## config.mk

```make
export PLATFORM = sky130hd
export DESIGN_NAME = sram_req_ctrl
export DESIGN_NICKNAME = d
export VERILOG_FILES = /design/src/rtl/sram_req_ctrl.sv
export SDC_FILE = /design/constraint.sdc
export NUM_CORES = 1
export LEC_CHECK = 0
export ABC_AREA = 0
export BUFFER_PORTS_ARGS = -buffer_cell sky130_fd_sc_hd__buf_2
export CAP_MARGIN = 20
export CELL_PAD_IN_SITES_DETAIL_PLACEMENT = 1
export CELL_PAD_IN_SITES_GLOBAL_PLACEMENT = 1
export CORE_MARGIN = 2
export CORE_UTILIZATION = 34
export DETAILED_ROUTE_END_ITERATION = 10
export PLACE_DENSITY = 0.73
export SETUP_SLACK_MARGIN = 0.05
export SLEW_MARGIN = 25
export SYNTH_ARGS = -nofsm -noshare
export SYNTH_HDL_FRONTEND = slang
export SYNTH_SLANG_ARGS = --single-unit
```

## constraint.sdc

```tcl
create_clock -name clk -period 1.5 [get_ports clk]
set_input_delay 0.225 -clock clk [delete_from_list [all_inputs] [get_ports clk]]
set_output_delay 0.225 -clock clk [all_outputs]
set_load 0.1 [all_outputs]
```

## src/rtl/sram_req_ctrl.sv

```systemverilog
// Request/response front end for a single-port 2048x32 SRAM with one-cycle read latency.
// Requests go straight to the SRAM; responses return in order through a small buffer.
module sram_req_ctrl #(
    parameter int AW         = 11,
    parameter int FIFO_DEPTH = 3
) (
    input  logic          clk,
    input  logic          resetn,
    input  logic          req_valid,
    output logic          req_ready,
    input  logic          req_we,
    input  logic [AW+1:0] req_addr,
    input  logic [31:0]   req_wdata,
    input  logic [3:0]    req_wstrb,
    output logic          rsp_valid,
    input  logic          rsp_ready,
    output logic [31:0]   rsp_rdata,
    output logic          rsp_is_write,
    output logic          mem_ce,
    output logic          mem_oce,
    output logic          mem_reset,
    output logic          mem_wre,
    output logic [AW-1:0] mem_ad,
    output logic [31:0]   mem_din,
    output logic [3:0]    mem_byte_en,
    input  logic [31:0]   mem_dout,
    output logic          busy
);

    localparam int PW = (FIFO_DEPTH > 1) ? $clog2(FIFO_DEPTH) : 1;
    localparam int CW = $clog2(FIFO_DEPTH + 1);
    localparam logic [PW-1:0] LAST_PTR = PW'(FIFO_DEPTH - 1);
    localparam logic [CW:0]   DEPTH_W  = (CW + 1)'(FIFO_DEPTH);

    logic [CW-1:0]         count_q, count_d;
    logic [PW-1:0]         wr_ptr_q, wr_ptr_d;
    logic [PW-1:0]         rd_ptr_q, rd_ptr_d;
    logic                  inflight_q, inflight_d;
    logic                  infl_we_q, infl_we_d;
    logic [31:0]           data_q [FIFO_DEPTH];
    logic [FIFO_DEPTH-1:0] is_wr_q;

    logic                  push_s;
    logic                  pop_s;
    logic [31:0]           push_data_s;
    logic [CW:0]           occupancy_s;

    function automatic logic [PW-1:0] next_ptr(input logic [PW-1:0] ptr);
        if (ptr == LAST_PTR) begin
            return {PW{1'b0}};
        end else begin
            return ptr + PW'(1);
        end
    endfunction

    // Space accounting counts the in-flight slot so the SRAM result always has a home.
    assign occupancy_s = {1'b0, count_q} + {{CW{1'b0}}, inflight_q};
    assign req_ready   = (occupancy_s < DEPTH_W);

    assign mem_ce      = req_valid & req_ready;
    assign mem_wre     = req_we & mem_ce;
    assign mem_ad      = req_addr[AW+1:2];
    assign mem_din     = req_wdata;
    assign mem_byte_en = req_we ? req_wstrb : 4'b0000;
    assign mem_oce     = 1'b1;
    assign mem_reset   = 1'b0;

    assign push_s      = inflight_q;
    assign pop_s       = rsp_valid & rsp_ready;
    assign push_data_s = infl_we_q ? 32'h0000_0000 : mem_dout;

    assign rsp_valid    = (count_q != {CW{1'b0}});
    assign rsp_rdata    = rsp_valid ? data_q[rd_ptr_q] : 32'h0000_0000;
    assign rsp_is_write = rsp_valid ? is_wr_q[rd_ptr_q] : 1'b0;
    assign busy         = inflight_q | rsp_valid;

    // Next-state for occupancy, pointers and the in-flight marker.
    always_comb begin
        count_d    = count_q;
        wr_ptr_d   = wr_ptr_q;
        rd_ptr_d   = rd_ptr_q;
        inflight_d = mem_ce;
        infl_we_d  = req_we & mem_ce;
        if (push_s && !pop_s) begin
            count_d = count_q + CW'(1);
        end else if (!push_s && pop_s) begin
            count_d = count_q - CW'(1);
        end else begin
            count_d = count_q;
        end
        if (push_s) begin
            wr_ptr_d = next_ptr(wr_ptr_q);
        end else begin
            wr_ptr_d = wr_ptr_q;
        end
        if (pop_s) begin
            rd_ptr_d = next_ptr(rd_ptr_q);
        end else begin
            rd_ptr_d = rd_ptr_q;
        end
    end

    // Control state registers.
    always_ff @(posedge clk or negedge resetn) begin
        if (!resetn) begin
            count_q    <= {CW{1'b0}};
            wr_ptr_q   <= {PW{1'b0}};
            rd_ptr_q   <= {PW{1'b0}};
            inflight_q <= 1'b0;
            infl_we_q  <= 1'b0;
        end else begin
            count_q    <= count_d;
            wr_ptr_q   <= wr_ptr_d;
            rd_ptr_q   <= rd_ptr_d;
            inflight_q <= inflight_d;
            infl_we_q  <= infl_we_d;
        end
    end

    // Response buffer storage, written at the end of the in-flight cycle.
    always_ff @(posedge clk or negedge resetn) begin
        if (!resetn) begin
            for (int i = 0; i < FIFO_DEPTH; i++) begin
                data_q[i] <= 32'h0000_0000;
            end
            is_wr_q <= {FIFO_DEPTH{1'b0}};
        end else if (push_s) begin
            data_q[wr_ptr_q]  <= push_data_s;
            is_wr_q[wr_ptr_q] <= infl_we_q;
        end else begin
            is_wr_q <= is_wr_q;
        end
    end

endmodule

```

## After elaboration in Yosys (flattened, before gate mapping)

Cells that the tools add are included.
Widths: inputs -> output; s select.

| word-level totals | value |
|---|---|
| flip-flop bits (word level) | 107 |
| input port bits | 86 |
| output and inout port bits | 87 |

| operators by class | value |
|---|---|
| add/subtract/negate cells | 5 |
| order comparisons | 7 |
| equality and inequality tests | 2 |
| muxes and demuxes | 19 |
| bitwise gates (word level) | 6 |
| reductions and logical operators | 8 |

Operators by type and width:

| kind | count |
|---|---|
| $mux 32 | 5 |
| $bwmux 96 | 1 |
| $bmux 32 s2 | 1 |
| $demux 32 s2 | 1 |
| $mux 2 | 4 |
| $add 2x1->2 const B | 3 |
| $ge 3x3->1 const B | 2 |
| $lt 2x3->1 const B | 2 |
| $not 2->3 | 2 |
| $eq 2x2->1 const B | 2 |
| $logic_and 1x1->1 | 4 |
| $mux 4 | 1 |
| $reduce_bool 2->1 | 2 |
| $add 2x1->3 | 1 |
| $and 1x1->1 | 3 |
| $bwmux 3 | 1 |
| $lt 3x1->1 const B | 1 |
| $lt 3x2->1 const B | 1 |
| $mux 1 | 3 |
| $bmux 1 s2 | 1 |
| $demux 1 s2 | 1 |
| $ge 2x1->1 const B | 1 |
| $logic_not 1->1 | 2 |
| $sub 2x1->2 const B | 1 |
| $or 1x1->1 | 1 |

## Logic depth before layout (Yosys ltp)

Gate-level depths: netlist (run 1).

| depth | value |
|---|---|
| word-level depth | 6 |
| gate-level depth with buffers | 6 |
| mapped depth without buffers | 5 |

## Least setup slack after synthesis (run 1)

OpenSTA, ideal clock, no wires.

| timing path | value |
|---|---|
| path type | register to output |
| start | reg count_q[0] |
| end | out mem_wre |
| data arrival time | 3.413 ns |
| required time | 1.275 ns |
| slack | -2.138 ns |
| cell stages (with the launch flop) | 5 |
| path buffers | 0 |
| path through | dfrtp_1 -> ha_1 -> ha_1 -> a21oi_1 -> and3_1 |

| between the ends | value |
|---|---|
| longest elaborated chain between the ends | 4 |

Ends and longest elaborated chain:

| element | line | RTL |
|---|---|---|
| start, declared | 35 | `logic [CW-1:0] count_q, count_d;` |
| start signal, assigned | 106 | `count_q <= {CW{1'b0}};` |
| start signal, assigned | 112 | `count_q <= count_d;` |
| $add 2x1->3 | 57 | `assign occupancy_s = {1'b0, count_q} + {{CW{1'b0}}, inflight_q};` |
| $lt 3x2->1 | 58 | `assign req_ready = (occupancy_s < DEPTH_W);` |
| via req_ready | 10 | `output logic req_ready,` |
| $and 1x1->1 | 60 | `assign mem_ce = req_valid & req_ready;` |
| $and 1x1->1 | 61 | `assign mem_wre = req_we & mem_ce;` |
| end, declared | 22 | `output logic mem_wre,` |

The timed path passes the listed nets, and every way through them passes these cells.

## Worst setup path after layout (run 1)

| timing path | value |
|---|---|
| start | reg rd_ptr_q[1] |
| end | out rsp_rdata[27] |

| between the ends | value |
|---|---|
| longest elaborated chain between the ends | 5 |

Ends and longest elaborated chain:

| element | line | RTL |
|---|---|---|
| start, declared | 37 | `logic [PW-1:0] rd_ptr_q, rd_ptr_d;` |
| start signal, assigned | 108 | `rd_ptr_q <= {PW{1'b0}};` |
| start signal, assigned | 114 | `rd_ptr_q <= rd_ptr_d;` |
| $not 2->3 (implied by the code) | 73 | `assign rsp_rdata = rsp_valid ? data_q[rd_ptr_q] : 32'h0000_0000;` |
| $bmux 32 s2 | 73 |  |
| $mux 32 (implied by the code) (2 in a row) | 73 |  |
| $mux 32 | 73 |  |
| end, declared | 17 | `output logic [31:0] rsp_rdata,` |

Every way passes these cells. The select of a mux whose other input is x is not followed.

==> impl_metrics.py, run 1 <==
metrics = {
    "status": {
        "status": "finished, violations left",
        "violations": "setup timing",
    },
    "setup_path": {
        "r2r_end": "data_q[65]",
        "crit_fanout": 5,
        "cp.buffers_inverters": 4,
        "worstPathRequired_ns": 1.27,
        "critPathLaunch": "rd_ptr_q[1]",
        "path_delay_family": "buffers and inverters",
        "worstReg2RegStart": "inflight_q",
        "crit_path_start_kind": "flop",
        "critPathMaxStageDelay_ns": 0.43,
        "worst-r2r-cell-count": 8,
        "r2r_slack_ns": -0.27,
        "cp.depth": 7,
        "critPathSlowestCell": "dfrtp_2",
        "critPathKind": "reg2out",
        "crit_path_end": "rsp_rdata[27]",
        "path_cells": "buf_6 > nor2b_4 > buf_6 > buf_12 > nand2_4 > a21oi_4 > buf_12",
        "cp.arrival_ns": 1.87,
        "end_kind": "primary output",
    },
    "routing": {
        "firstDrtPassIters": 4,
        "routed_wl_mm": 19.4,
        "wire_per_inst_um": 21.7,
        "drt-vias-per-instance": 5.17,
        "drc_errors": 0,
        "dr_total_vias": 4620,
        "drt_iter0_markers": 165,
        "ant_nets": 0,
    },
    "sta": {
        "fin_worst_skew_ns": 0.0115,
        "rsz0062_at_grt": "true",
        "hold_violations": 0,
        "setup_viol_count_final": 113,
        "setup_slack_ns": -0.592,
        "fin_crit_sh_pct": 139,
        "period_needed_ns": 2.09,
        "final_max_slew_viol_count": 0,
        "clock.fmax_ghz": 0.478,
    },
    "synthesis": {
        "ys_top_cells_by_count": "nand2_1 (128), dfrtp_1 (107), o21ai_0 (83), buf_4 (46)",
        "synth_cell_types": 29,
        "ys_async_sr_fraction_pct": 100,
        "yosysWarnings": 0,
        "synth_top_area_share_pct": 50.1,
        "syn_nets": 668,
        "synth_top_area_cell": "dfrtp_1",
        "synth-xor-area-share_pct": 0.492,
        "synth_most_common_cell": "nand2_1",
        "synthMuxAreaShare_pct": 7.09,
        "synth_ff_type": "dfrtp_1",
        "synth_top_family_by_area": "simple AND/OR/NAND/NOR gates",
        "syn_area_mm2": 0.00535,
        "ys_ff_latch": 107,
        "synth_area_leaders": "dfrtp_1 (50%), nand2_1 (9.0%), o21ai_0 (7.8%), buf_4 (6.5%), mux2i_1 (6.2%)",
        "synth_seq_area_share_pct": 50.1,
        "yosys.area_share.simple_pct": 18.2,
        "synth.avg_cell_area_um2": 9.23,
        "synth-edff-count": 0,
        "synth_fa_ha_area_share_pct": 0.702,
        "netlist_instances": 579,
        "synth-compound-area-share_pct": 12.7,
    },
    "global_routing": {
        "track_usage_pct": 18.3,
        "grt_max_degree": 54,
        "grt_pass1_vias": 4635,
        "grt_pass1_wl_mm": 23.7,
        "antenna_found_initial": 0,
        "grt-ovfl-total": 0,
    },
    "min_path": {
        "hold_start": "mem_dout[5]",
        "min_path_type": "in2reg",
    },
    "floorplanning": {
        "rows": 45,
        "num_io_pins": 173,
        "die-area_mm2": 0.0167,
        "initial_core_util_pct": 35.0,
        "coreArea_mm2": 0.0153,
        "die-height_um": 129,
        "die_w_um": 129,
    },
    "placement": {
        "port-buffer-count": 82,
        "globalplace.congestion": 0.743,
        "pre_cts_ws_ns": -0.186,
        "dp_hpwl_mm": 9.90,
        "postPlaceCellArea_mm2": 0.00692,
    },
    "clock_network": {
        "clk_path_buf_depth": 2,
        "cts_tree": "built",
        "cts.sinks": 107,
        "path_clk_slew_ns": 0.07,
        "cts_made_buffers": 9,
        "clockRootBuffer": "clkbuf_16",
        "clkLatencyLatePin_ns": 0.36,
        "htreeDepth": 3,
    },
    "finish": {
        "final_nets": 766,
        "drive_above_1_share_pct": 54.5,
        "antennaDiodeCount": 0,
        "finalInstanceArea_mm2": 0.00864,
        "syn2layout_area_growth_pct": 61.6,
    },
    "run": {
        "drv_cap": 0,
    },
}
## layout by cell type (no fill, tap or decap), drive strengths merged, types with 2 or more instances in the layout
| cell type | count |
|---|---|
| nor2 | 3 |
| nand2 | 128 |
| nand3b | 2 |
| clkbuf | 26 |
| nand2b | 32 |
| o21ai | 99 |
| dfrtp | 107 |
| or2 | 32 |
| xor2 | 2 |
| buf | 153 |
| or3b | 2 |
| mux2i | 33 |
| mux2 | 4 |
| and2 | 5 |
| a21oi | 33 |
| conb | 2 |
| bufinv | 3 |
| inv | 3 |
| ha | 3 |
## state kept, by name (all words and copies together) (netlist names)
| signal | count |
|---|---|
| data_q | 96 |
| is_wr_q | 3 |
| count_q | 2 |
| rd_ptr_q | 2 |
| wr_ptr_q | 2 |
| infl_we_q | 1 |
| inflight_q | 1 |
## timing repair
action                                  4_1_cts  5_1_grt
hold buffers                                  1        0
setup buffers                                 8       21
gates resized for setup                      45      195
hold endpoints to repair                     25        0
pin swaps                                    25       54
gates cloned                                  1       24
endpoints found under the setup margin       53      104
## worst min path at each step
stage / end / slack [ns] / cells after the start
final: data_q[69] / 0.17 / 3
after global routing: data_q[73] / 0.19 / 3
after detailed placement: infl_we_q / 0.19 / 1
after CTS: data_q[8] / 0.16 / 3
after global placement: infl_we_q / 0.18 / 1
after floorplan: count_q[0] / -0.07 / 0
## through the flow
stage | cells | TNS, ns | util (%) | hold WS [ns]
4_1_cts | 853 | -19.55 | 49.4 | 0.162
3_5_place_dp | 827 | -4.09 | 45.4 | 0.186
6_report | 893 | -29.50 | 56.6 | 0.165
2_1_floorplan | 579 | -14.17 | - | -0.0706
3_3_place_gp | 827 | -3.62 | 45.4 | 0.180
5_1_grt | 893 | -33.27 | 56.6 | 0.188
## layout make-up
type / instances / area (µm²)
Sequential cell: 107 / 2680
Clock buffer: 11 / 253
Fill cell: 1543 / 6620
Inverter: 3 / 15.0
Clock inverter: 5 / 108
Timing Repair Buffer: 169 / 2230
Multi-Input combinational cell: 387 / 3090
Tap cell: 211 / 264
## logic make-up (layout without fill, tap and decap cells)
group           Yosys count  count (layout)
xor+xnor                  3               3
buf+inv                  86             188
fa+ha+maj                 3               3
simple gates            207             208
flops                   107             107
other cells               2               2
mux                      37              37
compound gates          134             134
## worst min-delay path: cells and delay by family
family,cells,cell delay [ns]
AOI/OAI and AO/OA,1,0.08
buffers and inverters,1,0.09
and+or+nand+nor,1,0.09
## routing by layer
layer,wire (µm),up-vias,global-route usage [%]
met4,547,0,5.31
met2,10300,121,33.2
li1,-,2064,-
met1,7880,2378,21.9
met3,626,57,3.96
met5,0,-,0
Power of run 1 is left out: the tool's default activity adds up to more than one toggle a clock period on the data nets, which glitch-free logic cannot reach.
==> run 2: changes to the inputs <==
CORE_ASPECT_RATIO = 0.6   (was default)
CORE_UTILIZATION = 41   (was 34)
PLACE_DENSITY = 0.83   (was 0.73)
clock period = 2.7 ns   (was 1.5 ns; I/O delays follow)
==> impl_metrics.py, run 2 (synthesis results as in run 1) <==
metrics = {
    "status": {
        "status": "finished, final reports clean",
    },
    "floorplanning": {
        "rows": 32,
        "num_io_pins": 173,
        "initial_core_util_pct": 41.8,
        "coreArea_mm2": 0.0128,
        "die-area_mm2": 0.0140,
        "die_w_um": 151,
        "die-height_um": 92.4,
    },
    "finish": {
        "biggestRegsByFlops": "data_q (96), is_wr_q (3)",
        "final_cells": 777,
        "syn2layout_area_growth_pct": 22.5,
        "fillers": 1416,
        "seqCellArea_mm2": 0.00268,
        "final_common_cell": "nand2_1",
        "multi_input_area_mm2": 0.00225,
        "antennaDiodeCount": 0,
        "drive_above_1_share_pct": 30.8,
        "finalInstanceArea_mm2": 0.00655,
        "largest_reg_flops": 96,
        "regMostFlops": "data_q",
        "layout.cells.most_common_list": "nand2_1 (128), dfrtp_1 (105), o21ai_0 (83)",
        "final_nets": 691,
    },
    "sta": {
        "period_needed_ns": 2.59,
        "setup_tns_ns": 0,
        "fin_crit_sh_pct": 96.0,
        "fin_worst_skew_ns": 0.00470,
        "relSlewSlack_pct": 32.3,
        "clock.fmax_ghz": 0.386,
        "hold_violations": 0,
        "worst_pin_slew_ns": 1.02,
        "setup_viol_count_final": 0,
        "setup_slack_ns": 0.109,
        "final_max_slew_viol_count": 0,
        "rsz0062_at_grt": "false",
    },
    "routing": {
        "drt_iter0_markers": 123,
        "firstDrtPassIters": 4,
        "ant_nets": 0,
        "dr_total_vias": 4007,
        "routed_wl_mm": 14.1,
        "drc_errors": 0,
        "drt-vias-per-instance": 5.16,
        "wire_per_inst_um": 18.1,
    },
    "global_routing": {
        "grt-ovfl-total": 0,
        "antenna_found_initial": 0,
        "track_usage_pct": 21.4,
        "grt_max_degree": 66,
        "grt_pass1_vias": 4365,
        "grt_pass1_wl_mm": 22.7,
    },
    "setup_path": {
        "path_cells": "ha_1 > ha_1 > a21oi_4 > and2_2 > buf_2",
        "crit_top_cell": "ha_1",
        "crit_path_start_kind": "flop",
        "critPathLaunch": "count_q[0]",
        "crit_fanout": 6,
        "worstReg2RegStart": "inflight_q",
        "critPathMaxStageDelay_ns": 0.48,
        "critPathSlowestCell": "dfrtp_1",
        "cp.arrival_ns": 2.19,
        "end_kind": "primary output",
        "critPathKind": "reg2out",
        "worstPathRequired_ns": 2.30,
    },
    "clock_network": {
        "clk_path_buf_depth": 2,
        "cts_tree": "built",
        "path_clk_slew_ns": 0.07,
        "cts.sinks": 107,
        "clockRootBuffer": "clkbuf_16",
        "cts_made_buffers": 9,
        "clkLatencyLatePin_ns": 0.36,
        "htreeDepth": 3,
    },
    "placement": {
        "dp_cells": 761,
        "dp_hpwl_mm": 9.09,
        "pre_cts_ws_ns": 0.437,
        "port-buffer-count": 82,
        "globalplace.congestion": 0.737,
        "postPlaceCellArea_mm2": 0.00622,
    },
    "run": {
        "drv_cap": 0,
    },
    "min_path": {
        "min_path_type": "in2async",
    },
}
==> run 2: changes by cell type in the layout (fill, tap and decap cells not counted), moves of 21 or more <==
| cell | delta |
|---|---|
| o21ai_0 | +43 |
| nand2_2 | -41 |
| nand2_1 | +68 |
| o21ai_2 | -33 |
| or2_4 | -32 |
| nand2_4 | -27 |
| or2_2 | +32 |
| a21oi_2 | +32 |
| buf_4 | -21 |
| a21oi_4 | -32 |
==> run 2: layout make-up <==
| class | instances | share of cell area [%] |
|---|---|---|
| clock buffer | 9 | 3.44 |
| multi-input combinational | 386 | 34.3 |
| timing repair buffer | 95 | 16.4 |
| tap | 170 | 3.25 |
| sequential | 107 | 41.0 |
| inverter | 3 | 0.172 |
| clock inverter | 7 | 1.53 |
==> run 2: stage by stage <==
stage | hold WS [ns] | utilization (%)
5_1_grt | 0.0576 | 51.3
6_report | 0.0179 | 51.3
4_1_cts | 0.0339 | 51.3
2_1_floorplan | 0.109 | -
3_5_place_dp | 0.419 | 48.7
3_3_place_gp | 0.405 | 48.7
==> run 2: path summary, 6_finish.rpt <==
path	endpoint	slack (ns)	cells past startpoint
setup reg to reg	data_q[70]	0.64	4
hold reg to reg	data_q[25]	0.49	2
min in group clk	inflight_q	0.29	2
hold / removal	data_q[35]	0.02	1
max in group asynchronous	data_q[27]	1.92	2
setup / recovery	mem_ce	0.11	5
==> run 2: repair_timing <==
item | in CTS | in global routing
setup buffers | 0 | 0
gates resized for setup | 2 | 1
setup endpoints to repair | 2 | 1
hold buffers | 0 | 0
hold endpoints to repair | 0 | 0
==> run 2: routing by layer <==
| layer | vias to the layer above | GRT usage (%) | share of wire (%) |
|---|---|---|---|
| met3 | 13 | 4.93 | 3.7 |
| met5 | - | 0 | 0 |
| met2 | 100 | 37.1 | 49 |
| li1 | 1889 | - | - |
| met4 | 0 | 7.09 | 1.5 |
| met1 | 2005 | 26.5 | 45 |
==> run 2: worst max-delay path: cells and delay by family (launching register included) <==
kind	cells	cell delay (ns)
buffers and inverters	1	0.42
and+or+nand+nor	1	0.17
DFF	1	0.48
adders and majority gates	2	0.57
AOI/OAI and AO/OA	1	0.19
Power of run 2 is left out for the same reason.
==> run 3: changes to the inputs <==
PLACE_DENSITY = default   (was 0.83)
PLACE_DENSITY_LB_ADDON = 0.1   (was default)
==> impl_metrics.py, run 3 (synthesis results as in run 1) <==
metrics = {
    "status": {
        "status": "finished, final reports clean",
    },
    "setup_path": {
        "end_kind": "primary output",
        "cp.arrival_ns": 2.12,
        "crit_path_start_kind": "flop",
        "critPathKind": "reg2out",
        "crit_fanout": 6,
        "path_delay_family": "adder cells",
        "critPathMaxStageDelay_ns": 0.47,
        "cp.buffers_inverters": 1,
        "worstPathRequired_ns": 2.30,
        "crit_top_cell": "ha_1",
        "r2r_slack_ns": 0.83,
        "path_cells": "ha_1 > ha_1 > a21oi_4 > and2_2 > buf_2",
        "critPathSlowestCell": "dfrtp_1",
    },
    "sta": {
        "clock.fmax_ghz": 0.396,
        "setup_tns_ns": 0,
        "setup_slack_ns": 0.177,
        "fin_crit_sh_pct": 93.4,
        "setup_viol_count_final": 0,
        "relSlewSlack_pct": 44.1,
        "whs_ns": 0.0552,
        "fin_worst_skew_ns": 0.00603,
        "worst_pin_slew_ns": 0.839,
        "final_max_slew_viol_count": 0,
        "period_needed_ns": 2.52,
        "rsz0062_at_grt": "false",
        "hold_violations": 0,
    },
    "clock_network": {
        "htreeDepth": 3,
        "cts_resized": 0,
        "path_clk_slew_ns": 0.07,
        "clk_path_buf_depth": 2,
        "post_cts_buffers": 0,
        "cts_hold_buf": 0,
        "clockRootBuffer": "clkbuf_16",
        "cts_made_buffers": 9,
        "clkLatencyLatePin_ns": 0.34,
        "cts.sinks": 107,
        "cts_tree": "built",
    },
    "finish": {
        "finalInstanceArea_mm2": 0.00654,
        "seqCellArea_mm2": 0.00268,
        "biggestRegsByFlops": "data_q (96), is_wr_q (3)",
        "antennaDiodeCount": 0,
        "final_common_cell": "nand2_1",
        "fillers": 1428,
        "syn2layout_area_growth_pct": 22.3,
        "drive_above_1_share_pct": 31.2,
        "layout.cells.most_common_list": "nand2_1 (128), dfrtp_1 (106), o21ai_0 (83)",
        "regMostFlops": "data_q",
        "largest_reg_flops": 96,
        "multi_input_area_mm2": 0.00225,
        "final_nets": 696,
    },
    "routing": {
        "drt_iter0_markers": 90,
        "firstDrtPassIters": 4,
        "drc_errors": 0,
        "wire_per_inst_um": 17.3,
        "routed_wl_mm": 13.5,
        "ant_nets": 0,
        "dr_total_vias": 3999,
        "drt-vias-per-instance": 5.11,
    },
    "floorplanning": {
        "die-height_um": 92.4,
        "die-area_mm2": 0.0140,
        "coreArea_mm2": 0.0128,
        "num_io_pins": 173,
        "rows": 32,
        "initial_core_util_pct": 41.8,
        "die_w_um": 151,
    },
    "global_routing": {
        "grt_pass1_wl_mm": 22.4,
        "grt_pass1_vias": 4329,
        "antenna_found_initial": 0,
        "grt-ovfl-total": 0,
        "track_usage_pct": 20.7,
        "grt_max_degree": 47,
    },
    "placement": {
        "dp_hpwl_mm": 9.05,
        "pre_cts_ws_ns": 0.504,
        "port-buffer-count": 82,
        "globalplace.congestion": 0.756,
        "postPlaceCellArea_mm2": 0.00624,
    },
    "run": {
        "drv_cap": 0,
    },
    "min_path": {
        "min_path_type": "in2async",
    },
}
[run 3: cell count changes in the layout (fill, tap and decap cells not counted), sizes merged]
cell / previous run / this run
buf: 94 / 99
clkbuf: 10 / 13
bufinv: 2 / 0
inv: 5 / 3
clkinv: 3 / 4
[run 3: stage by stage]
stage               util, %  std cells
floorplan                 -        579
global placement       48.9        766
detailed placement     48.9        766
CTS                    51.2        782
global route           51.2        782
finish                 51.2        782
[run 3: layout make-up]
cell class              instances  share of cell area [%]
multi-input cells             386                    34.4
well taps                     170                    3.25
flip-flops and latches        107                    41.0
inverters                       3                   0.172
clock buffers                  12                    4.08
clock inverters                 4                   0.364
repair buffers                100                    16.8
[run 3: final timing paths]
path,startpoint,end,cells after the start
max,count_q[0],mem_ce,5
min,resetn,data_q[69],1
max reg2reg,inflight_q,data_q[84],4
min reg2reg,data_q[45],data_q[45],2
max in group asynchronous,resetn,data_q[49],2
min in group clk,req_valid,inflight_q,2
[run 3: layer usage]
metal	global-route usage (%)	vias to the layer above	share of wire (%)
li1	-	1906	-
met1	26.7	1991	47
met2	35.3	72	48
met3	4.29	30	3.4
met4	5.92	0	1.8
met5	0	-	0
Power of run 3 is left out for the same reason.
